$ cat src/rtl/line_fill_pkg.sv
// Types and sizing helpers shared by the line-fill engine and the data cache.
package line_fill_pkg;
    localparam int DEF_WORD_W      = 64;
    localparam int DEF_ADDR_W      = 32;
    localparam int DEF_BLOCK_WORDS = 4;

    typedef enum logic [1:0] {IDLE, ISSUE, DRAIN, DONE} line_fill_state_t;

    function automatic int lf_off_w(input int block_words);
        return $clog2(block_words);
    endfunction

    function automatic int lf_cnt_w(input int block_words);
        return $clog2(block_words) + 1;
    endfunction

    localparam int DEF_OFF_W = lf_off_w(DEF_BLOCK_WORDS);
    localparam int DEF_CNT_W = lf_cnt_w(DEF_BLOCK_WORDS);
endpackage

$ cat src/rtl/line_fill_watchdog.sv
// Stall watchdog for the line-fill engine: counts idle cycles of an active fill
// and flags expiry on the TIMEOUT_CYCLES-th consecutive one.
module line_fill_watchdog
    import line_fill_pkg::*;
#(
    parameter int TIMEOUT_CYCLES = 255
)(
    input  logic clock,
    input  logic reset,
    input  logic active,
    input  logic clear,
    output logic expire
);
    localparam int CW = $clog2(TIMEOUT_CYCLES + 1);
    localparam logic [CW-1:0] LAST = CW'(TIMEOUT_CYCLES - 1);

    logic [CW-1:0] cnt_q, cnt_d;

    assign expire = active && !clear && (cnt_q == LAST);

    always_comb begin
        cnt_d = cnt_q + 1'b1;
        if (!active || clear || expire) cnt_d = '0;
    end

    always_ff @(posedge clock) begin
        if (reset) cnt_q <= '0;
        else       cnt_q <= cnt_d;
    end
endmodule

$ cat src/rtl/line_fill_unit.sv
// Critical-word-first block fill engine between the data cache and memory.
// Optional watchdog abort is enabled by defining LINE_FILL_TIMEOUT_EN.
module line_fill_unit
    import line_fill_pkg::*;
#(
    parameter int WORD_W          = DEF_WORD_W,
    parameter int ADDR_W          = DEF_ADDR_W,
    parameter int BLOCK_WORDS     = DEF_BLOCK_WORDS,
    parameter int MAX_OUTSTANDING = 4,
    parameter int TIMEOUT_CYCLES  = 255
)(
    input  logic                          clock,
    input  logic                          reset,
    input  logic                          fill_req,
    input  logic [ADDR_W-1:0]             fill_addr,
    output logic                          fill_busy,
    output logic                          fill_crit_valid,
    output logic [WORD_W-1:0]             fill_crit_data,
    output logic                          fill_done,
    output logic                          fill_err,
    output logic [BLOCK_WORDS*WORD_W-1:0] fill_line,
    output logic                          mem_req_valid,
    input  logic                          mem_req_ready,
    output logic [ADDR_W-1:0]             mem_req_addr,
    input  logic                          mem_rsp_valid,
    input  logic [WORD_W-1:0]             mem_rsp_data
);
    localparam int OFF_W = lf_off_w(BLOCK_WORDS);
    localparam int CNT_W = lf_cnt_w(BLOCK_WORDS);
    localparam logic [CNT_W-1:0] FULL  = CNT_W'(BLOCK_WORDS);
    localparam logic [CNT_W-1:0] LIMIT = CNT_W'(MAX_OUTSTANDING);

    if (BLOCK_WORDS < 2 || (BLOCK_WORDS & (BLOCK_WORDS - 1)) != 0 ||
        MAX_OUTSTANDING < 1 || MAX_OUTSTANDING > BLOCK_WORDS || TIMEOUT_CYCLES < 1) begin : g_bad_cfg
        $error("line_fill_unit: unsupported parameter set");
    end

    line_fill_state_t state_q, state_d;
    logic [ADDR_W-OFF_W-1:0]            base_q, base_d;
    logic [OFF_W-1:0]                   crit_q, crit_d;
    logic [CNT_W-1:0]                   issued_q, issued_d, received_q, received_d;
    logic [CNT_W-1:0]                   inflight_d;
    logic                               req_valid_q, req_valid_d;
    logic                               crit_valid_q, crit_valid_d;
    logic [WORD_W-1:0]                  crit_data_q, crit_data_d;
    logic [BLOCK_WORDS-1:0][WORD_W-1:0] line_q, line_d;
    logic                               active, req_hs, rsp_acc, wd_expire;
    logic [OFF_W-1:0]                   req_off, rsp_slot;

    assign active   = (state_q == ISSUE) || (state_q == DRAIN);
    assign req_hs   = req_valid_q && mem_req_ready;
    assign rsp_acc  = active && mem_rsp_valid;
    // Offset sums are OFF_W wide, so the wrap is free and base bits never move.
    assign req_off  = crit_q + issued_q[OFF_W-1:0];
    assign rsp_slot = crit_q + received_q[OFF_W-1:0];

    always_comb begin
        state_d      = state_q;
        base_d       = base_q;
        crit_d       = crit_q;
        issued_d     = issued_q + CNT_W'(req_hs);
        received_d   = received_q + CNT_W'(rsp_acc);
        inflight_d   = issued_d - received_d;
        req_valid_d  = 1'b0;
        crit_valid_d = 1'b0;
        crit_data_d  = crit_data_q;
        line_d       = line_q;
        if (rsp_acc) begin
            line_d[rsp_slot] = mem_rsp_data;
            if (received_q == '0) begin
                crit_data_d  = mem_rsp_data;
                crit_valid_d = 1'b1;
            end
        end
        unique case (state_q)
            IDLE: begin
                if (fill_req) begin
                    base_d      = fill_addr[ADDR_W-1:OFF_W];
                    crit_d      = fill_addr[OFF_W-1:0];
                    issued_d    = '0;
                    received_d  = '0;
                    req_valid_d = 1'b1;
                    state_d     = ISSUE;
                end
            end
            ISSUE: begin
                req_valid_d = (issued_d != FULL) && (inflight_d < LIMIT);
                if (issued_d == FULL) state_d = DRAIN;
                if (wd_expire) begin
                    req_valid_d = 1'b0;
                    state_d     = IDLE;
                end
            end
            DRAIN: begin
                if (received_d == FULL) state_d = DONE;
                if (wd_expire)          state_d = IDLE;
            end
            DONE:    state_d = IDLE;
            default: state_d = IDLE;
        endcase
    end

    always_ff @(posedge clock) begin
        if (reset) begin
            state_q      <= IDLE;
            base_q       <= '0;
            crit_q       <= '0;
            issued_q     <= '0;
            received_q   <= '0;
            req_valid_q  <= 1'b0;
            crit_valid_q <= 1'b0;
            crit_data_q  <= '0;
            line_q       <= '0;
        end else begin
            state_q      <= state_d;
            base_q       <= base_d;
            crit_q       <= crit_d;
            issued_q     <= issued_d;
            received_q   <= received_d;
            req_valid_q  <= req_valid_d;
            crit_valid_q <= crit_valid_d;
            crit_data_q  <= crit_data_d;
            line_q       <= line_d;
        end
    end

`ifdef LINE_FILL_TIMEOUT_EN
    logic fill_err_q;

    line_fill_watchdog #(.TIMEOUT_CYCLES(TIMEOUT_CYCLES)) u_watchdog (
        .clock  (clock),
        .reset  (reset),
        .active (active),
        .clear  (req_hs || rsp_acc),
        .expire (wd_expire)
    );

    always_ff @(posedge clock) begin
        if (reset) fill_err_q <= 1'b0;
        else       fill_err_q <= wd_expire;
    end
    assign fill_err = fill_err_q;
`else
    assign wd_expire = 1'b0;
    assign fill_err  = 1'b0;
`endif

    assign fill_busy       = active;
    assign fill_crit_valid = crit_valid_q;
    assign fill_crit_data  = crit_data_q;
    assign fill_done       = (state_q == DONE);
    assign fill_line       = line_q;
    assign mem_req_valid   = req_valid_q;
    assign mem_req_addr    = {base_q, req_off};
endmodule

$ cat config.mk
export PLATFORM = sky130hd
export DESIGN_NAME = line_fill_unit
export DESIGN_NICKNAME = d
export VERILOG_FILES = /design/src/rtl/line_fill_pkg.sv /design/src/rtl/line_fill_watchdog.sv /design/src/rtl/line_fill_unit.sv
export SDC_FILE = /design/constraint.sdc
export NUM_CORES = 1
export LEC_CHECK = 0
export CORE_UTILIZATION = 30
export CTS_CLUSTER_SIZE = 10
export DETAILED_ROUTE_END_ITERATION = 7
export MAX_ROUTING_LAYER = met4
export PLACE_DENSITY_LB_ADDON = 0.08
export SYNTH_ARGS = -nofsm -noshare
export SYNTH_HDL_FRONTEND = slang
export SYNTH_SLANG_ARGS = --single-unit
$ cat constraint.sdc
create_clock -name clock -period 2.8 [get_ports clock]
set_input_delay 0.42 -clock clock [delete_from_list [all_inputs] [get_ports clock]]
set_output_delay 0.42 -clock clock [all_outputs]
set_load 0.005 [all_outputs]
After elaboration in Yosys (flattened, before gate mapping). Cells that the tools add are included.

Bits of input ports: 101. Memory bits (writable): 0. Memory bits (read-only): 0. Latch bits: 0. Word-level logic and storage cells: 55. Register bits: 362. Output and inout port bits: 357. Memories kept: 0.

Equal/unequal tests: 9. $mul: 0. Shift-type cells: 0. Reductions and logical operators: 11. Add/sub/neg operators: 5. Muxes and demuxes: 14. Bitwise gates (word level): 1. Div/mod/pow operators: 0. Order comparisons: 3.

Operators by type and width (count): $bwmux 256 (1); $demux 64 s2 (1); $mux 64 (1); $mux 3 (4); $pmux 2 s4 (1); $add 3x1->3 (2); $eq 3x3->1 const B (2); $mux 2 (3); $add 2x2->2 (2); $eq 2x2->1 const B (2); $logic_and 1x1->1 (4); $ne 2x1->1 const B (2); $reduce_and 2->1 (2); $logic_not 3->1 (1); $lt 2x3->1 const B (1); $lt 3x3->1 const B (1); $ne 3x3->1 const B (1); $reduce_and 3->1 (1); $sub 3x3->3 (1); $eq 2x1->1 const B (1); $ge 2x1->1 const B (1); $logic_not 2->1 (1); $mux 1 (2); $ne 2x2->1 const B (1); other kinds (4) (4).

Depth between registers and ports, before layout. Gate-level depths: netlist of run 1.

Depth in word-level cells: 8. Mapped depth: 10. Gate-level depth less buffers: 10.

Worst setup path before layout of run 1. Ideal clock, no wire load.

Path type: reg2reg. Start: register state_q[0]. End: register state_q[0]. Period minus slack after synthesis: 2.464 ns. Setup time: 0.086 ns. Buffers on the path: 0. Cell stages (with the launch flop): 11. Required time: 2.714 ns. Path slack: 0.336 ns. Arrival time: 2.379 ns. Cell sequence: dfxtp_1 > inv_1 > ha_1 > nand2_1 > inv_1 > ha_1 > ha_1 > xnor2_1 > or3_1 > a221o_1 > a211oi_1.

Word-level cells in the longest chain between the ends: 7. Elaborated cells between the ends (all ways): 13. Classes of those cells: add/sub: 1; eq/ne: 7; mux: 1; reduce/logical: 4.

RTL lines: from (decl) (line line_fill_unit.sv:38) `line_fill_state_t state_q, state_d;`; from (signal assigned) (line line_fill_unit.sv:115) `state_q <= state_d;`; $eq 2x1->1 or $eq 2x2->1 (tied branches) (line line_fill_unit.sv:50) `assign active = (state_q == ISSUE) || (state_q == DRAIN);`; $logic_or 1x1->1 * (line line_fill_unit.sv:50); via fill_busy (line line_fill_unit.sv:16) `output logic fill_busy,`; $logic_and 1x1->1 * (line line_fill_unit.sv:52) `assign rsp_acc = active && mem_rsp_valid;`; $add 3x1->3 * (line line_fill_unit.sv:62) `received_d = received_q + CNT_W'(rsp_acc);`; $eq 3x3->1 * (line line_fill_unit.sv:95) `if (received_d == FULL) state_d = DONE;`; $ne 2x1->1 (no line) *; $reduce_and 3->1 (no line) *.

Mark *: on every way through the listed nets, which the timed path passes. The rest lies on a longest branch. A chain may end at the register's enable or synchronous reset.

Final worst setup path of run 1.
Start: register state_q[0]. End: register state_q[0].

Word-level cells in the longest chain between the ends: 7. Elaborated cells between the ends (all ways): 13. Classes of those cells: add/sub: 1; eq/ne: 7; mux: 1; reduce/logical: 4.

RTL lines (line): $eq 2x1->1 or $eq 2x2->1 (tied branches) (line_fill_unit.sv:50, line_fill_unit.sv:75); $logic_or 1x1->1 (line_fill_unit.sv:50); $logic_and 1x1->1 (line_fill_unit.sv:52); $add 3x1->3 (line_fill_unit.sv:62); $eq 3x3->1 (line_fill_unit.sv:95); $ne 2x1->1 (no line); $reduce_and 3->1 (no line).

Several ways; a longest one is shown, not always the timed one.

==> results of run 1 <==
==> worst reg2reg max path, delay by kind of cell, from the launching register on <==
kind            cells  cell delay (ps)
flops               1              370
simple gates        2              420
fa+ha+maj           3              710
xor+xnor            1              160
buf+inv             2              160
compound gates      2              550
==> registers in the layout, summed over array words and instances, names as in the netlist, 2 cells and up <==
signal          count
fill_line         256
fill_crit_data     64
base_q             30
issued_q            3
received_q          3
crit_q              2
state_q             2
==> power breakdown <==
group	leakage, uW	internal [uW]	total [uW]	switching, uW
Sequential	0.00293	5800	6150	349
Clock	0.000591	2930	5010	2080
Combinational	0.00289	1880	4080	2200
Total	0.00641	10600	15200	4630
==> cell families after synthesis <==
family,synth area share (%)
compound gates,14.2
other cells,0.0295
buf+inv,4.50
flops,57.0
simple gates,22.2
xor+xnor,0.778
mux,0.0788
fa+ha+maj,1.16
==> per-layer routing <==
metal,GRT usage (%),vias up,wire [microns]
li1,-,5930,-
met1,27.8,5623,21000
met2,33.8,390,21200
met3,6.72,72,3870
met4,8.28,0,1470
met5,-,-,0
==> through the flow <==
step / cell area [sq um] / worst slack (ps) / hold slack (ps) / utilization (%)
after floorplan: 12700 / 336 / 453 / -
after global placement: 17800 / 337 / 441 / 42.5
after detailed placement: 17800 / 280 / 445 / 42.5
after CTS: 19000 / 309 / 271 / 45.3
after global routing: 19000 / 173 / 296 / 45.4
final: 19000 / 341 / 288 / 45.4
==> final cells by class <==
| type | count | area [sq um] |
|---|---|---|
| antenna | 1 | 2.50 |
| sequential | 362 | 7250 |
| multi-input combinational | 1112 | 4920 |
| fill | 4201 | 22900 |
| clock buffer | 54 | 1190 |
| inverter | 5 | 18.8 |
| clock inverter | 2 | 10.0 |
| timing repair buffer | 484 | 4920 |
| tap | 539 | 674 |
==> cell usage after synthesis <==
| library cell | number | area [sq um] |
|---|---|---|
| a2111oi_0 | 2 | 17.5 |
| a211oi_1 | 1 | 7.51 |
| a21oi_1 | 352 | 1760 |
| a221o_1 | 1 | 10.0 |
| and2_1 | 5 | 31.3 |
| buf_1 | 7 | 26.3 |
| buf_2 | 28 | 140 |
| buf_4 | 1 | 7.51 |
| buf_6 | 12 | 135 |
| clkbuf_1 | 65 | 244 |
| conb_1 | 1 | 3.75 |
| dfxtp_1 | 362 | 7250 |
| ha_1 | 11 | 138 |
| inv_1 | 5 | 18.8 |
| maj3_1 | 1 | 10.0 |
| mux2i_1 | 1 | 10.0 |
| nand2_1 | 706 | 2650 |
| nand2b_1 | 3 | 18.8 |
| nand3_1 | 1 | 5.00 |
| nor2_1 | 4 | 15.0 |
| nor2_2 | 2 | 12.5 |
| nor2b_1 | 1 | 6.26 |
| nor3_1 | 3 | 15.0 |
| nor3_2 | 1 | 10.0 |
| nor3_4 | 1 | 16.3 |
| nor4_2 | 1 | 12.5 |
| o31a_1 | 1 | 8.76 |
| or2_2 | 1 | 6.26 |
| or3_1 | 3 | 18.8 |
| or4_1 | 1 | 7.51 |
| xnor2_1 | 6 | 52.6 |
| xnor3_1 | 1 | 22.5 |
| xor3_1 | 1 | 23.8 |
==> worst max path at each step <==
stage,start,endpoint,cells past startpoint
final,state_q[0],state_q[0],10
after global routing,state_q[0],mem_req_valid,9
after CTS,state_q[0],mem_req_valid,9
after detailed placement,mem_req_ready,mem_req_valid,8
after global placement,mem_rsp_valid,state_q[0],9
after floorplan,state_q[0],state_q[0],10
==> flow_summary.yaml, run 1 <==
outcome:
  status: "completed"
worst_setup_path:
  crit_chain: "inv_1 -> ha_1 -> nand2_1 -> inv_1 -> ha_1 -> ha_1 -> xnor2_1 -> or3_1 -> a221o_1 -> a211oi_1"
  cp_max_fo: 4
  cp-end-kind: "flip-flop"
  critPathMaxStageDelay_ps: 370
  cpMostUsedCell: "ha_1"
  path_delay_family: "adder cells"
  path_buf_inv: 2
  critPathKind: "flip-flop to flip-flop"
  r2r.worst_path.cells: 10
  r2r_setup_slack_ps: 340
  cp-start-kind: "flip-flop"
  crit_required_ps: 3270
  cp_slowest_cell: "dfxtp_1"
  r2r_start: "state_q[0]"
  arrival_ps: 2930
  reg2reg_to: "state_q[0]"
clocking:
  clk_pin_slew_ps: 60
  numCtsBuffers: 43
  cts_tree: "done"
  clk_latency_ps: 550
  post_cts_resized: 0
  htreeDepth: 2
  postCtsSetupBuffers: 0
  cts_root_buffer: "clkbuf_16"
  cts.sinks: 362
  clockBufferDepth: 3
  ctsHoldBuffers: 0
detailed_routing:
  wl_microns: 47500
  drcViolationCount: 0
  final_antenna_net_count: 0
  wl_per_cell_microns: 18.6
  via_count: 12015
  via_per_inst: 4.70
  drt_iter0_drc: 720
  first_pass_iters: 5
sta:
  fin_skew_ps: 8.88
  fin_tns_setup_ps: 0
  hold_violations: 0
  slew_headroom_pct: 57.0
  finalSetupViolations: 0
  finalMaxSlewViolations: 0
  worstMarginPinSlew_ps: 646
  min_period_over_period_pct: 87.8
  rsz0062_at_grt: "false"
  fin_crit_ps: 2460
  max_freq_mhz: 407
hold_path:
  min_to: "fill_line[216]"
  hold_path_depth: 2
  hold_class: "input port to flip-flop"
  hold_start: "reset"
logic_synthesis:
  syn_inst: 1592
  ys_types: 33
  avgSynthCellArea_sq_um: 7.98
  ys_seq_elements: 362
  synth_nets: 1704
  syn_area_sq_um: 12700
  yosysWarningCount: 0
  seq_area_frac_synth_pct: 57.0
floorplanning:
  ios: 458
  start_util_pct: 30.4
  core_sq_um: 41900
  num_rows: 75
  die_area_sq_um: 43200
  die_width_microns: 208
  die_y_microns: 208
finish:
  nNetsFinal: 2120
  final_common_cell: "nand2_1"
  final_cells: 2559
  areaGrowthSynthToFinish_pct: 49.4
  mostFrequentLayoutCells: "nand2_1 (706), clkdlybuf4s50_1 (455), dfxtp_1 (362)"
  drive_gt1_share_pct: 4.41
grt:
  antenna_found_initial: 1
  grt.total_usage_pct: 22.3
  grt_pass1_vias: 11650
  grt_max_degree: 93
  grt_overflow: 0
  grt_pass1_wl_microns: 72100
job:
  maxCapViolCount: 0
power_and_ir_drop:
  ir_drop_mv: 0.434
  power.density_nw_per_um2: 803
  total_power_uw: 15200
  cellLeakagePower_uw: 0.00641
placed_design:
  gp_congestion: 0.807
  portBuffers: 456
  dpl.hpwl_microns: 30800
  place_inst: 2502
No activity file was read; power rests on OpenSTA's default activity.
==> run 2: changes to the inputs <==
Settings changed: CORE_AREA set to 2 2 177 179, CORE_UTILIZATION 30 to not set, DIE_AREA set to 0 0 179 181.
==> run 2 against run 1 <==
Routed wire length down 7.5%. Cell count is 5.6% lower. Sequential power barely moved. Utilization up 17 points. Clock power fell by 4.8%. Critical path type unchanged. Via count is 1.5% higher. Die area down 25%. Critical path depth did not move. Sequential share of layout area up 0.40 points. Clock skew grew 0.53 ps.
==> flow_summary.yaml, run 2 (synthesis gave the netlist of run 1 again) <==
detailed_routing:
  first_pass_iters: 5
  via_per_inst: 5.05
  drcViolationCount: 0
  wl_per_cell_microns: 18.2
  drt_iter0_drc: 713
  final_antenna_net_count: 0
  via_count: 12197
  wl_microns: 44000
worst_setup_path:
  cp_max_fo: 4
  crit_required_ps: 3220
  arrival_ps: 2990
  critPathKind: "flip-flop to flip-flop"
  cp-end-kind: "flip-flop"
  cp-start-kind: "flip-flop"
clocking:
  post_cts_resized: 0
  clk_pin_slew_ps: 60
  clockBufferDepth: 3
  numCtsBuffers: 42
  clk_latency_ps: 520
  cts_tree: "done"
  cts.sinks: 362
  cts_root_buffer: "clkbuf_16"
  postCtsSetupBuffers: 0
  htreeDepth: 2
  ctsHoldBuffers: 0
grt:
  antenna_found_initial: 1
  grt_overflow: 0
  grt.total_usage_pct: 26.9
  grt_pass1_wl_microns: 66200
  grt_pass1_vias: 11586
  grt_max_degree: 104
floorplanning:
  ios: 458
  start_util_pct: 41.9
  num_rows: 64
  core_sq_um: 30300
  die_y_microns: 181
  die_area_sq_um: 32400
  die_width_microns: 179
sta:
  finalMaxSlewViolations: 0
  fin_skew_ps: 9.41
  fin_tns_setup_ps: 0
  slew_headroom_pct: 52.6
  finalSetupViolations: 0
  worstMarginPinSlew_ps: 711
  max_freq_mhz: 389
  min_period_over_period_pct: 91.8
  rsz0062_at_grt: "false"
  hold_violations: 0
  fin_crit_ps: 2570
finish:
  final_common_cell: "nand2_1"
  mostFrequentLayoutCells: "nand2_1 (706), clkdlybuf4s50_1 (455), dfxtp_1 (362)"
  drive_gt1_share_pct: 4.61
  final_area_sq_um: 18800
  nNetsFinal: 2127
  largest_register_ffs: 256
  areaGrowthSynthToFinish_pct: 47.8
power_and_ir_drop:
  power.density_nw_per_um2: 794
  ir_drop_mv: 0.566
  cellLeakagePower_uw: 0.00642
  total_power_uw: 14900
placed_design:
  placed_area_sq_um: 17600
  dpl.hpwl_microns: 29700
  gp_congestion: 0.816
  portBuffers: 456
hold_path:
  hold_class: "input port to flip-flop"
job:
  maxCapViolCount: 0
outcome:
  status: "completed"
==> run 2: cell types whose count changed in the layout (fill, tap and decap cells not counted) <==
cell / before / now
clkbuf_16: 45 / 43
bufinv_16: 0 / 1
buf_4: 17 / 26
clkbuf_1: 6 / 2
buf_12: 11 / 10
clkinv_2: 2 / 0
clkbuf_8: 3 / 1
inv_6: 0 / 1
==> run 2: path summary, 6_finish.rpt <==
path | cells after the start | startpoint | slack (ps) | to
max | 10 | state_q[0] | 230 | state_q[0]
min | 2 | reset | 420 | fill_crit_data[30]
max reg2reg | 10 | state_q[0] | 230 | state_q[0]
min reg2reg | 2 | fill_crit_data[33] | 450 | fill_crit_data[33]
==> run 2: layout make-up <==
cell class	count	area [sq um]
Fill cell	2704	11600
Sequential cell	362	7250
Timing Repair Buffer	492	4960
Multi-Input combinational cell	1112	4920
Clock buffer	46	1100
Tap cell	396	495
Clock inverter	2	38.8
Inverter	5	18.8
Antenna cell	1	2.50
==> run 2: power by group <==
part | switching [uW] | leakage (uW) | internal [uW] | total, uW
Clock | 1940 | 0.000558 | 2830 | 4770
Sequential | 344 | 0.00293 | 5800 | 6150
Combinational | 2130 | 0.00293 | 1870 | 4000
==> run 2: metrics by stage <==
| step | setup slack (ps) | utilization (%) | hold slack, ps | cells |
|---|---|---|---|---|
| 3_3_place_gp | 326 | 58.2 | 440 | 2367 |
| 4_1_cts | 268 | 61.9 | 412 | 2415 |
| 6_report | 230 | 61.9 | 419 | 2416 |
| 2_1_floorplan | 336 | - | 453 | 1592 |
| 3_5_place_dp | 277 | 58.2 | 445 | 2367 |
| 5_1_grt | 129 | 61.9 | 439 | 2416 |
==> run 2: critical path: stages, from the launching register on <==
cell      delay (ps)
dfxtp_1          380
inv_1            100
ha_1             360
nand2_1          100
inv_1             40
ha_1             180
ha_1             200
xnor2_1          180
or3_1            340
a221o_1          330
a211oi_1         270
==> run 2: layer usage <==
layer | part of all wire, % | GRT usage, % | wire, microns | up-vias
met4 | 4.0 | 10.5 | 1760 | 0
met1 | 41 | 31.5 | 17800 | 5707
met2 | 46 | 42.5 | 20200 | 460
li1 | - | - | - | 5931
met5 | 0 | - | 0 | -
met3 | 9.5 | 8.65 | 4190 | 99
==> run 3: changes to the inputs <==
Settings changed: CAP_MARGIN set to 25, SYNTH_HIERARCHICAL set to 1.
==> results of run 3 <==
Same layout as run 2: the final DEF is identical, and so are final timing and power.
Main changes from that run: Yosys warning count 0 -> 6
